--- src/rtl/text_console_pkg.sv ---
// Shared types and constants for the text console writer.
package text_console_pkg;

   typedef enum logic [1:0] {
      IDLE,
      CLEAR_ROW,
      CLEAR_ALL
   } console_state_t;

   localparam logic [7:0] ASCII_LF    = 8'h0A;
   localparam logic [7:0] ASCII_CR    = 8'h0D;
   localparam logic [7:0] ASCII_BS    = 8'h08;
   localparam logic [7:0] ASCII_FF    = 8'h0C;
   localparam logic [7:0] ASCII_SPACE = 8'h20;

   localparam int DEFAULT_COLS = 160;
   localparam int DEFAULT_ROWS = 50;
   localparam int SCREEN_CELLS = DEFAULT_COLS * DEFAULT_ROWS;

   // row*160 as two shifts; the grid is fixed at 160 columns, so no multiplier is needed
   function automatic logic [12:0] row_base(input logic [5:0] row);
      return (13'(row) << 7) + (13'(row) << 5);
   endfunction

   function automatic logic is_printable(input logic [7:0] b);
      return (b >= 8'h20) && (b <= 8'h7E);
   endfunction

endpackage

--- src/rtl/text_console_writer.sv ---
// Byte-stream console: maps ASCII text and control codes onto single-cell
// screen RAM writes while tracking a wrapping cursor over the text grid.
module text_console_writer
   import text_console_pkg::*;
#(
   parameter int         COLS  = DEFAULT_COLS,
   parameter int         ROWS  = DEFAULT_ROWS,
   parameter logic [7:0] BLANK = ASCII_SPACE
) (
   input  logic        clk,
   input  logic        reset,
   input  logic [7:0]  in_data,
   input  logic        in_valid,
   output logic        in_ready,
   output logic [12:0] address_w,
   output logic [7:0]  data,
   output logic        we,
   output logic [7:0]  cursor_col,
   output logic [5:0]  cursor_row,
   output logic        busy
);

   localparam logic [7:0]  LAST_COL  = 8'(COLS - 1);
   localparam logic [5:0]  LAST_ROW  = 6'(ROWS - 1);
   localparam logic [12:0] ROW_END   = 13'(COLS - 1);
   localparam logic [12:0] SCREEN_END = 13'(COLS * ROWS - 1);

   console_state_t state, state_n;
   logic [12:0] sweep, sweep_n;
   logic [7:0]  col, col_n;
   logic [5:0]  row, row_n, row_adv;
   logic [12:0] addr_n;
   logic [7:0]  data_n;
   logic        we_n;

   assign in_ready   = (state == IDLE);
   assign busy       = (state != IDLE);
   assign cursor_col = col;
   assign cursor_row = row;
   assign row_adv    = (row == LAST_ROW) ? 6'd0 : row + 6'd1;

   // NOTE: all state lives in one clocked block updated with <=; the
   // combinational block below only computes next values, so every output
   // gets a default first and no latch can be inferred.
   always_ff @(posedge clk or negedge reset) begin
      if (!reset) begin
         state     <= IDLE;
         sweep     <= '0;
         col       <= '0;
         row       <= '0;
         we        <= 1'b0;
         address_w <= '0;
         data      <= '0;
      end else begin
         state     <= state_n;
         sweep     <= sweep_n;
         col       <= col_n;
         row       <= row_n;
         we        <= we_n;
         address_w <= addr_n;
         data      <= data_n;
      end
   end

   always_comb begin
      state_n = state;
      sweep_n = sweep;
      col_n   = col;
      row_n   = row;
      we_n    = 1'b0;
      addr_n  = address_w;
      data_n  = data;
      case (state)
         IDLE: begin
            if (in_valid) begin
               if (is_printable(in_data)) begin
                  we_n   = 1'b1;
                  addr_n = row_base(row) + 13'(col);
                  data_n = in_data;
                  if (col == LAST_COL) begin
                     col_n   = '0;
                     row_n   = row_adv;
                     sweep_n = '0;
                     state_n = CLEAR_ROW;
                  end else begin
                     col_n = col + 8'd1;
                  end
               end else begin
                  case (in_data)
                     ASCII_LF: begin
                        col_n   = '0;
                        row_n   = row_adv;
                        sweep_n = '0;
                        state_n = CLEAR_ROW;
                     end
                     ASCII_CR: col_n = '0;
                     ASCII_BS: begin
                        if (col != 8'd0) begin
                           col_n  = col - 8'd1;
                           we_n   = 1'b1;
                           addr_n = row_base(row) + 13'(col - 8'd1);
                           data_n = BLANK;
                        end
                     end
                     ASCII_FF: begin
                        col_n   = '0;
                        row_n   = '0;
                        sweep_n = '0;
                        state_n = CLEAR_ALL;
                     end
                     default: ;
                  endcase
               end
            end
         end
         CLEAR_ROW: begin
            // cursor row already points at the row being blanked
            we_n   = 1'b1;
            addr_n = row_base(row) + sweep;
            data_n = BLANK;
            if (sweep == ROW_END) state_n = IDLE;
            else                  sweep_n = sweep + 13'd1;
         end
         CLEAR_ALL: begin
            we_n   = 1'b1;
            addr_n = sweep;
            data_n = BLANK;
            if (sweep == SCREEN_END) state_n = IDLE;
            else                     sweep_n = sweep + 13'd1;
         end
         default: state_n = IDLE;
      endcase
   end

endmodule

--- config.mk ---
export PLATFORM = sky130hd
export DESIGN_NAME = text_console_writer
export DESIGN_NICKNAME = d
export VERILOG_FILES = /design/src/rtl/text_console_pkg.sv /design/src/rtl/text_console_writer.sv
export SDC_FILE = /design/constraint.sdc
export NUM_CORES = 1
export LEC_CHECK = 0
export ABC_CLOCK_PERIOD_IN_PS = 4700
export CELL_PAD_IN_SITES_DETAIL_PLACEMENT = 1
export CELL_PAD_IN_SITES_GLOBAL_PLACEMENT = 1
export CORE_ASPECT_RATIO = 1.4
export CORE_MARGIN = 1.5
export CORE_UTILIZATION = 43
export CTS_BUF_LIST = sky130_fd_sc_hd__clkbuf_2
export CTS_CLUSTER_SIZE = 40
export DETAILED_ROUTE_END_ITERATION = 10
export PLACE_DENSITY = 0.9
export SETUP_SLACK_MARGIN = 0.05
export SLEW_MARGIN = 20
export SYNTH_ARGS = -nofsm -noshare
export SYNTH_HDL_FRONTEND = slang
export SYNTH_SLANG_ARGS = --single-unit
--- constraint.sdc ---
create_clock -name clk -period 4.7 [get_ports clk]
set_input_delay 0.94 -clock clk [delete_from_list [all_inputs] [get_ports clk]]
set_output_delay 0.94 -clock clk [all_outputs]
set_load 0.03 [all_outputs]
Word level (Yosys, flattened, before mapping) --
Index checks and enable logic that the tools add are counted.
Storage, ports and cells: bits in registers 51, input bits 11, output and inout port bits 38, logic and storage cells 94
Cells by class: add/sub/neg operators 9, order comparisons 2, eq/ne operators 22, multiplexer cells 37, reductions and logical operators 17
Operators with widths (number):
- $mux 13 | 10
- $pmux 13 s3 | 2
- $mux 8 | 7
- $eq 8x4->1 const B | 4
- $pmux 8 s2 | 2
- $add 13x13->13 | 2
- $mux 6 | 3
- $reduce_and 4->1 | 4
- $add 13x1->13 const B | 1
- $add 13x11->13 | 1
- $add 13x8->13 | 1
- $eq 13x13->1 const B | 1
- $eq 13x8->1 const B | 1
- $pmux 6 s2 | 1
- $mux 2 | 5
- $ne 2x2->1 const B | 5
- $reduce_bool 3->1 | 3
- $sub 8x1->9 const B | 1
- $add 8x1->8 const B | 1
- $eq 8x8->1 const B | 1
- $ge 8x6->1 const B | 1
- $le 8x7->1 const B | 1
- $reduce_bool 8->1 | 1
- $sub 8x1->8 const B | 1
- other kinds (20) | 27

Depth between registers and ports, before layout --
Gate-level depths: netlist of run 1.
depth after elaboration 7, gate-level depth with buffers 18

Worst setup path before layout of run 1 --
Ideal clock, no wire load.
path type input to register, start point input in_data[7], end point register address_w[12], arrival time 3934 ps, required time 4570 ps, setup slack 636 ps, stages on the path 15, path through or3_4 o211ai_2 buf_2 buf_1 nand3_1 xor2_1 o21ai_0 ha_1 nand3_1 nor2_1 or4_1 o311ai_2 xnor2_1 a222oi_1 a21oi_1
Between the ends: word-level cells in the longest chain between the ends 5, elaborated cells on any way between the ends 10, those cells by class 2 x order compare; 3 x eq/ne; 3 x mux; 2 x reduce/logical
RTL lines:
- from (decl) | RTL line text_console_writer.sv:12 | input logic [7:0] in_data,
- $ge 8x6->1 / $le 8x7->1 (equally long branches) | RTL line text_console_pkg.sv:26 | return (b >= 8'h20) && (b <= 8'h7E);
- $logic_and 1x1->1 | RTL line text_console_pkg.sv:26
- $mux 13 | RTL line text_console_writer.sv:76 | if (is_printable(in_data)) begin
- $mux 13 | RTL line text_console_writer.sv:75 | if (in_valid) begin
- $pmux 13 s3 | RTL line text_console_writer.sv:73 | case (state)
- to (signal assigned) | RTL line text_console_writer.sv:60 | address_w <= addr_n;
- to (decl) | RTL line text_console_writer.sv:15 | output logic [12:0] address_w,
Several ways; a longest one is shown, not always the timed one. The select of a mux whose other input is x is not followed. A chain may end at the register's enable or synchronous reset.

Worst setup path after layout of run 1 --
start point input in_data[6], end point register address_w[12]
Same word-level chain as after synthesis.

==> results.ini, run 1 <==
[synth]
synth_cell_types = 60
syn_area_um2 = 3650
synth_seq_cells = 51
synth-edff-count = 0
synth.yosys.seq_area_share_pct = 34.9
synth_area_leader_cell = dfrtp_1
synth.most_common_cell = dfrtp_1
synth_nets = 474
synthFlopType = dfrtp_1
async_reset_ff_share_pct = 100
ys_top_cells_by_area = dfrtp_1 (35%), ha_1 (7.2%), a21oi_1 (4.8%)
synth_top_area_share_pct = 34.9
yosys-top-cells-count = dfrtp_1 (51), nor2_1 (43), nand2_1 (41)
avgSynthCellArea_um2 = 8.30
syn_inst = 440
yosysWarnings = 0

[finish]
final_nets = 509
fillerInstances = 986
areaGrowthSynthToFinish_pct = 17.1
drive_above_1_share_pct = 6.72
antenna_cells = 0

[power_and_ir_drop]
power.switching_uw = 1100
seq_power_share_pct = 31.5
peakVddDrop_mv = 0.289
switching_share_pct = 47.9
power.internal_uw = 1200
p_leak_uw = 0.00180
p_comb_share_pct = 55.4
power_density_nw_per_um2 = 538
clkPwrFrac_pct = 13.1

[floorplan]
core_um2 = 8200
ios = 49
fp.dieH_um = 112
die_area_um2 = 9060
die_w_um = 80.9
rows = 39
start_util_pct = 44.6

[worst_setup_path]
crit_type = in -> reg
cp.required_ps = 5100
cp-start-kind = input port
critical_path_arrival_ps = 4670
cp_max_fo = 6
end_kind = flip-flop

[timing]
slew_headroom_pct = 45.6
rsz0062_at_grt = false
tns_ps = 0
final-hold-violation-count = 0
setup_viol = 0
worst_pin_slew_ps = 809
finClkSkew_ps = 12.3
drv_slew = 0
holdWs_ps = 529
fmax_ghz = 0.234
fin_crit_ps = 4270
min_period_over_period_pct = 90.9

[cts]
clk_pin_slew_ps = 270
root_buffer = clkbuf_2
cts_setup_buffers = 0
worstSkewPairLatency_ps = 480
cts_hold_buf = 0
clock_sinks = 51
cts.htree.levels = 2
cts_buffers = 5
cts_resized = 0
cts_tree = built
cts.path.max_buffers = 2

[global_route]
globalRouteOverflowTotal = 0
grt_pass1_wl_um = 17800
grt_usage_pct = 25.0
first_global_vias = 3675
antenna_found_initial = 0
grt_max_degree = 52

[route]
wire_per_inst_um = 18.2
vias = 3419
ant_nets = 0
drc = 0
drtPass1Iterations = 5
wirelength_um = 10500
drt_iter0_drc = 203
avgViaCountPerCell = 5.92

[place]
io_buffers = 48
gp_congestion = 0.838
dp_hpwl_um = 7780

[job]
cap_viol_max_count = 0

[min_path]
hold_class = in -> async

[run_status]
status = completed

## cell type report
class	instances	area [um^2]	area share, %
clock inverters	2	60.1	1.40
well taps	102	128	2.99
flip-flops and latches	51	1280	29.9
repair buffers	56	536	12.5
inverters	29	109	2.55
clock buffers	6	30.0	0.702
multi-input cells	332	2140	50.0
## placed cells by master, fill, tap and decap left out, drive strengths merged, types with 4 or more instances in the layout
cell	instances
a21o	7
a21oi	36
a22oi	13
a31oi	5
and3	5
buf	9
clkbuf	6
clkdlybuf4s50	47
dfrtp	51
ha	21
inv	29
mux2i	5
nand2	41
nand3	21
nand4	4
nor2	43
nor2b	6
nor3	14
nor4	5
o21ai	37
o31ai	8
or2	5
xnor2	15
## routing by layer
metal / vias up / GRT usage, % / routed length, um
met4: 0 / 8.51 / 221
met5: - / 0 / 0
met3: 16 / 2.76 / 240
met1: 1728 / 29.5 / 4340
met2: 52 / 45.8 / 5710
li1: 1623 / - / -
## per-stage QoR
stage	util, %	total power, uW	setup WS, ps	std cells	instance area, um^2
floorplan	-	1530	636	440	3650
global placement	51.1	1940	353	570	4190
detailed placement	51.1	1990	143	570	4190
CTS	52.2	2300	506	578	4280
global route	52.2	2450	191	578	4280
finish	52.2	2300	429	578	4280
## power groups by stage
stage | Combinational, uW | Sequential (uW) | Clock, uW
CTS | 1270 | 722 | 306
finish | 1270 | 724 | 302
detailed placement | 1260 | 734 | 0
floorplan | 637 | 893 | 0
global placement | 1220 | 719 | 0
global route | 1380 | 747 | 321
## worst max-delay path, stage by stage
cell	delay (ps)
clkdlybuf4s50_1	460
or3_4	430
o211ai_2	150
inv_1	180
nor2_1	180
xnor2_1	80
o21ai_0	300
ha_1	300
a21oi_1	200
nor2_1	100
or4_1	560
o311ai_2	150
xnor2_1	120
a222oi_1	390
a21oi_1	120
## flip-flops by register name, indices dropped and copies added, names as in the netlist
signal	count
state	2
cursor_row	6
we	1
sweep	13
address_w	13
data	8
cursor_col	8
## logic make-up (layout without fill, tap and decap cells)
logic type               after synthesis  after routing  synth area share (%)
XOR/XNOR                              18             18                  4.32
AND/OR/NAND/NOR                      158            158                  21.7
adder cells (fa/ha/maj)               23             23                  8.29
buffers and inverters                 57             93                  6.54
AO/OA/AOI/OAI                        125            125                  21.9
multiplexers                           8              8                  2.30
flip-flops                            51             51                  34.9
## final timing paths
check,startpoint,to,slack [ps],depth (start not counted)
worst max-delay path,in_data[6],address_w[12],430,15
worst max register to register,cursor_col[0],address_w[12],650,15
min in group clk,data[0],data[0],550,2
max in group asynchronous,reset,state[1],3730,2
worst min register to register,data[0],data[0],550,2
worst min-delay path,reset,data[1],530,2
No activity file was read; power rests on OpenSTA's default activity.
==> run 2: changes to the inputs <==
- ABC_CLOCK_PERIOD_IN_PS: 4700 -> 4000
- CORE_UTILIZATION: 43 -> 30
- PLACE_DENSITY: 0.9 -> 0.68
- clock period: 4.7 -> 4 ns (I/O delays scaled with it)
==> run 2 against run 1 <==
Net effect: sequential cell count is the same; critical path type unchanged; core utilization shrank 14 points; final cell count grew 12%.
==> results.ini, run 2 (synthesis gave the netlist of run 1 again) <==
[worst_setup_path]
ff2ff_path_depth = 15  ; unchanged
cp_slowest_cell = or4_1
cp-start-kind = input port
end_kind = flip-flop
crit_chain = clkdlybuf4s50_1 -> or3_4 -> o211ai_2 -> buf_4 -> nand4_1 -> nor2_1 -> a21o_1 -> ha_1 -> a21oi_1 -> nor2b_1 -> or4_1 -> o311ai_2 -> xnor2_1 -> a222oi_1 -> a21oi_1
cp.required_ps = 4380  ; -720 ps
regToRegSetupSlack_ps = 410  ; -240 ps
path_common_cell = a21oi_1
r2r-start = cursor_col[1]
critical_path_arrival_ps = 4080  ; -590 ps
cp_max_fo = 4  ; -2
r2r-end = address_w[12]
crit_type = in -> reg
cpPeakStageDelay_ps = 500  ; -60 ps

[floorplan]
core_um2 = 11800  ; +44%
rows = 47  ; +21%
start_util_pct = 30.9  ; -14 points
die_area_um2 = 12900  ; +42%
fp.dieH_um = 134  ; +19%
ios = 49  ; unchanged
die_w_um = 96.3  ; +19%

[finish]
areaGrowthSynthToFinish_pct = 23.2
top_regs = address_w: 13 flops, sweep: 13 flops
final_cell_mix = dfrtp_1 (50), clkdlybuf4s50_1 (47), nor2_1 (42)
final_nets = 533  ; +4.7%
mostFrequentLayoutCell = dfrtp_1
drive_above_1_share_pct = 11.6  ; +4.9 points

[cts]
clock_sinks = 51  ; unchanged
root_buffer = clkbuf_2
cts.path.max_buffers = 2  ; unchanged
worstSkewPairLatency_ps = 490  ; about the same
cts.htree.levels = 2  ; unchanged
cts_tree = built
clk_pin_slew_ps = 310  ; +40 ps
cts_buffers = 5  ; unchanged

[power_and_ir_drop]
clkPwrFrac_pct = 11.4  ; -1.7 points
switching_share_pct = 48.2  ; +0.29 points
peakVddDrop_mv = 0.281  ; -2.6%
p_comb_share_pct = 56.8  ; +1.4 points
p_leak_uw = 0.00190  ; +5.9%
finalPower_uw = 2660  ; +16%
seq_power_share_pct = 31.8  ; +0.3 points
power.switching_uw = 1280  ; +17%
power_density_nw_per_um2 = 591  ; +10%
power.internal_uw = 1380  ; +15%

[global_route]
grt_pass1_wl_um = 18100  ; +1.7%
grt_usage_pct = 17.9  ; -7.1 points
first_global_vias = 3614  ; -1.7%
antenna_found_initial = 1  ; +1
grt_max_degree = 29  ; -44%
globalRouteOverflowTotal = 0  ; unchanged

[timing]
drv_slew = 0  ; unchanged
rsz0062_at_grt = false
min_period_over_period_pct = 92.4
tns_ps = 0  ; unchanged
fmax_ghz = 0.270
setup_viol = 0  ; unchanged
setup_ws_ps = 302  ; -127 ps
final-hold-violation-count = 0  ; unchanged
worst_pin_slew_ps = 668  ; -142 ps
slew_headroom_pct = 55.0  ; +9.4 points
fin_crit_ps = 3700
finClkSkew_ps = 33.8  ; +21.5 ps

[place]
gp_congestion = 0.810  ; -3.4%
dp_slack_ps = -207  ; -351 ps
io_buffers = 48  ; unchanged
dp_hpwl_um = 8310  ; +6.8%

[route]
drt_iter0_drc = 112  ; -45%
drtPass1Iterations = 4  ; -1
avgViaCountPerCell = 5.25  ; -11%
wire_per_inst_um = 16.3  ; -11%
drc = 0  ; unchanged
wirelength_um = 10500  ; +0.32%
vias = 3401  ; -0.53%
ant_nets = 0  ; unchanged

[min_path]
hold_class = in -> async

[run_status]
status = completed

[job]
cap_viol_max_count = 0  ; unchanged

-- run 2: critical path, delay by kind of cell --
family / cells / cell delay [ps]
XOR/XNOR: 1 / 120
AO/OA/AOI/OAI: 6 / 930
adder cells (fa/ha/maj): 1 / 250
buffers and inverters: 2 / 600
AND/OR/NAND/NOR: 5 / 1380
-- run 2: cell type report --
| type | instances | area (um^2) |
|---|---|---|
| antenna | 1 | 2.50 |
| clock buffer | 5 | 25.0 |
| clock inverter | 3 | 47.5 |
| fill | 1424 | 7320 |
| inverter | 29 | 109 |
| multi-input combinational | 332 | 2140 |
| sequential | 51 | 1280 |
| tap | 147 | 184 |
| timing repair buffer | 80 | 716 |
-- run 2: routing by layer --
metal	vias to the layer above	global-route usage (%)	wire (um)
li1	1679	-	-
met3	5	2.11	164
met4	0	4.49	114
met1	1683	22.5	4570
met2	34	31.8	5700
met5	-	0	0
-- run 2: timing repair --
action / 4_1_cts / 5_1_grt
hold buffers: 0 / 0
endpoints found under the setup margin: 0 / 2
gates resized for setup: 0 / 2
buffers inserted: 0 / 0
-- run 2: worst max-delay path by stage --
stage	slack (ps)	cells after the start	end	from
floorplan	80	15	address_w[12]	in_data[7]
global placement	-130	15	address_w[12]	in_data[6]
detailed placement	-210	15	address_w[12]	in_data[6]
CTS	330	15	address_w[12]	in_data[6]
global route	80	15	address_w[12]	cursor_col[0]
finish	300	15	address_w[12]	in_data[6]
-- run 2: through the flow --
step           cell area (um^2)  instances  hold WS (ps)  utilization, %
5_1_grt                    4500        648           237            38.1
4_1_cts                    4490        647           251            38.0
3_5_place_dp               4420        639           491            37.4
3_3_place_gp               4420        639           472            37.4
2_1_floorplan              3650        440           504               -
6_report                   4500        648           254            38.1
-- run 2: power by group through the flow --
| stage | Combinational (uW) | Sequential [uW] | Clock (uW) |
|---|---|---|---|
| finish | 1510 | 847 | 303 |
| global route | 1670 | 877 | 336 |
| CTS | 1530 | 846 | 320 |
| detailed placement | 1520 | 857 | 0 |
| global placement | 1490 | 852 | 0 |
| floorplan | 748 | 1050 | 0 |
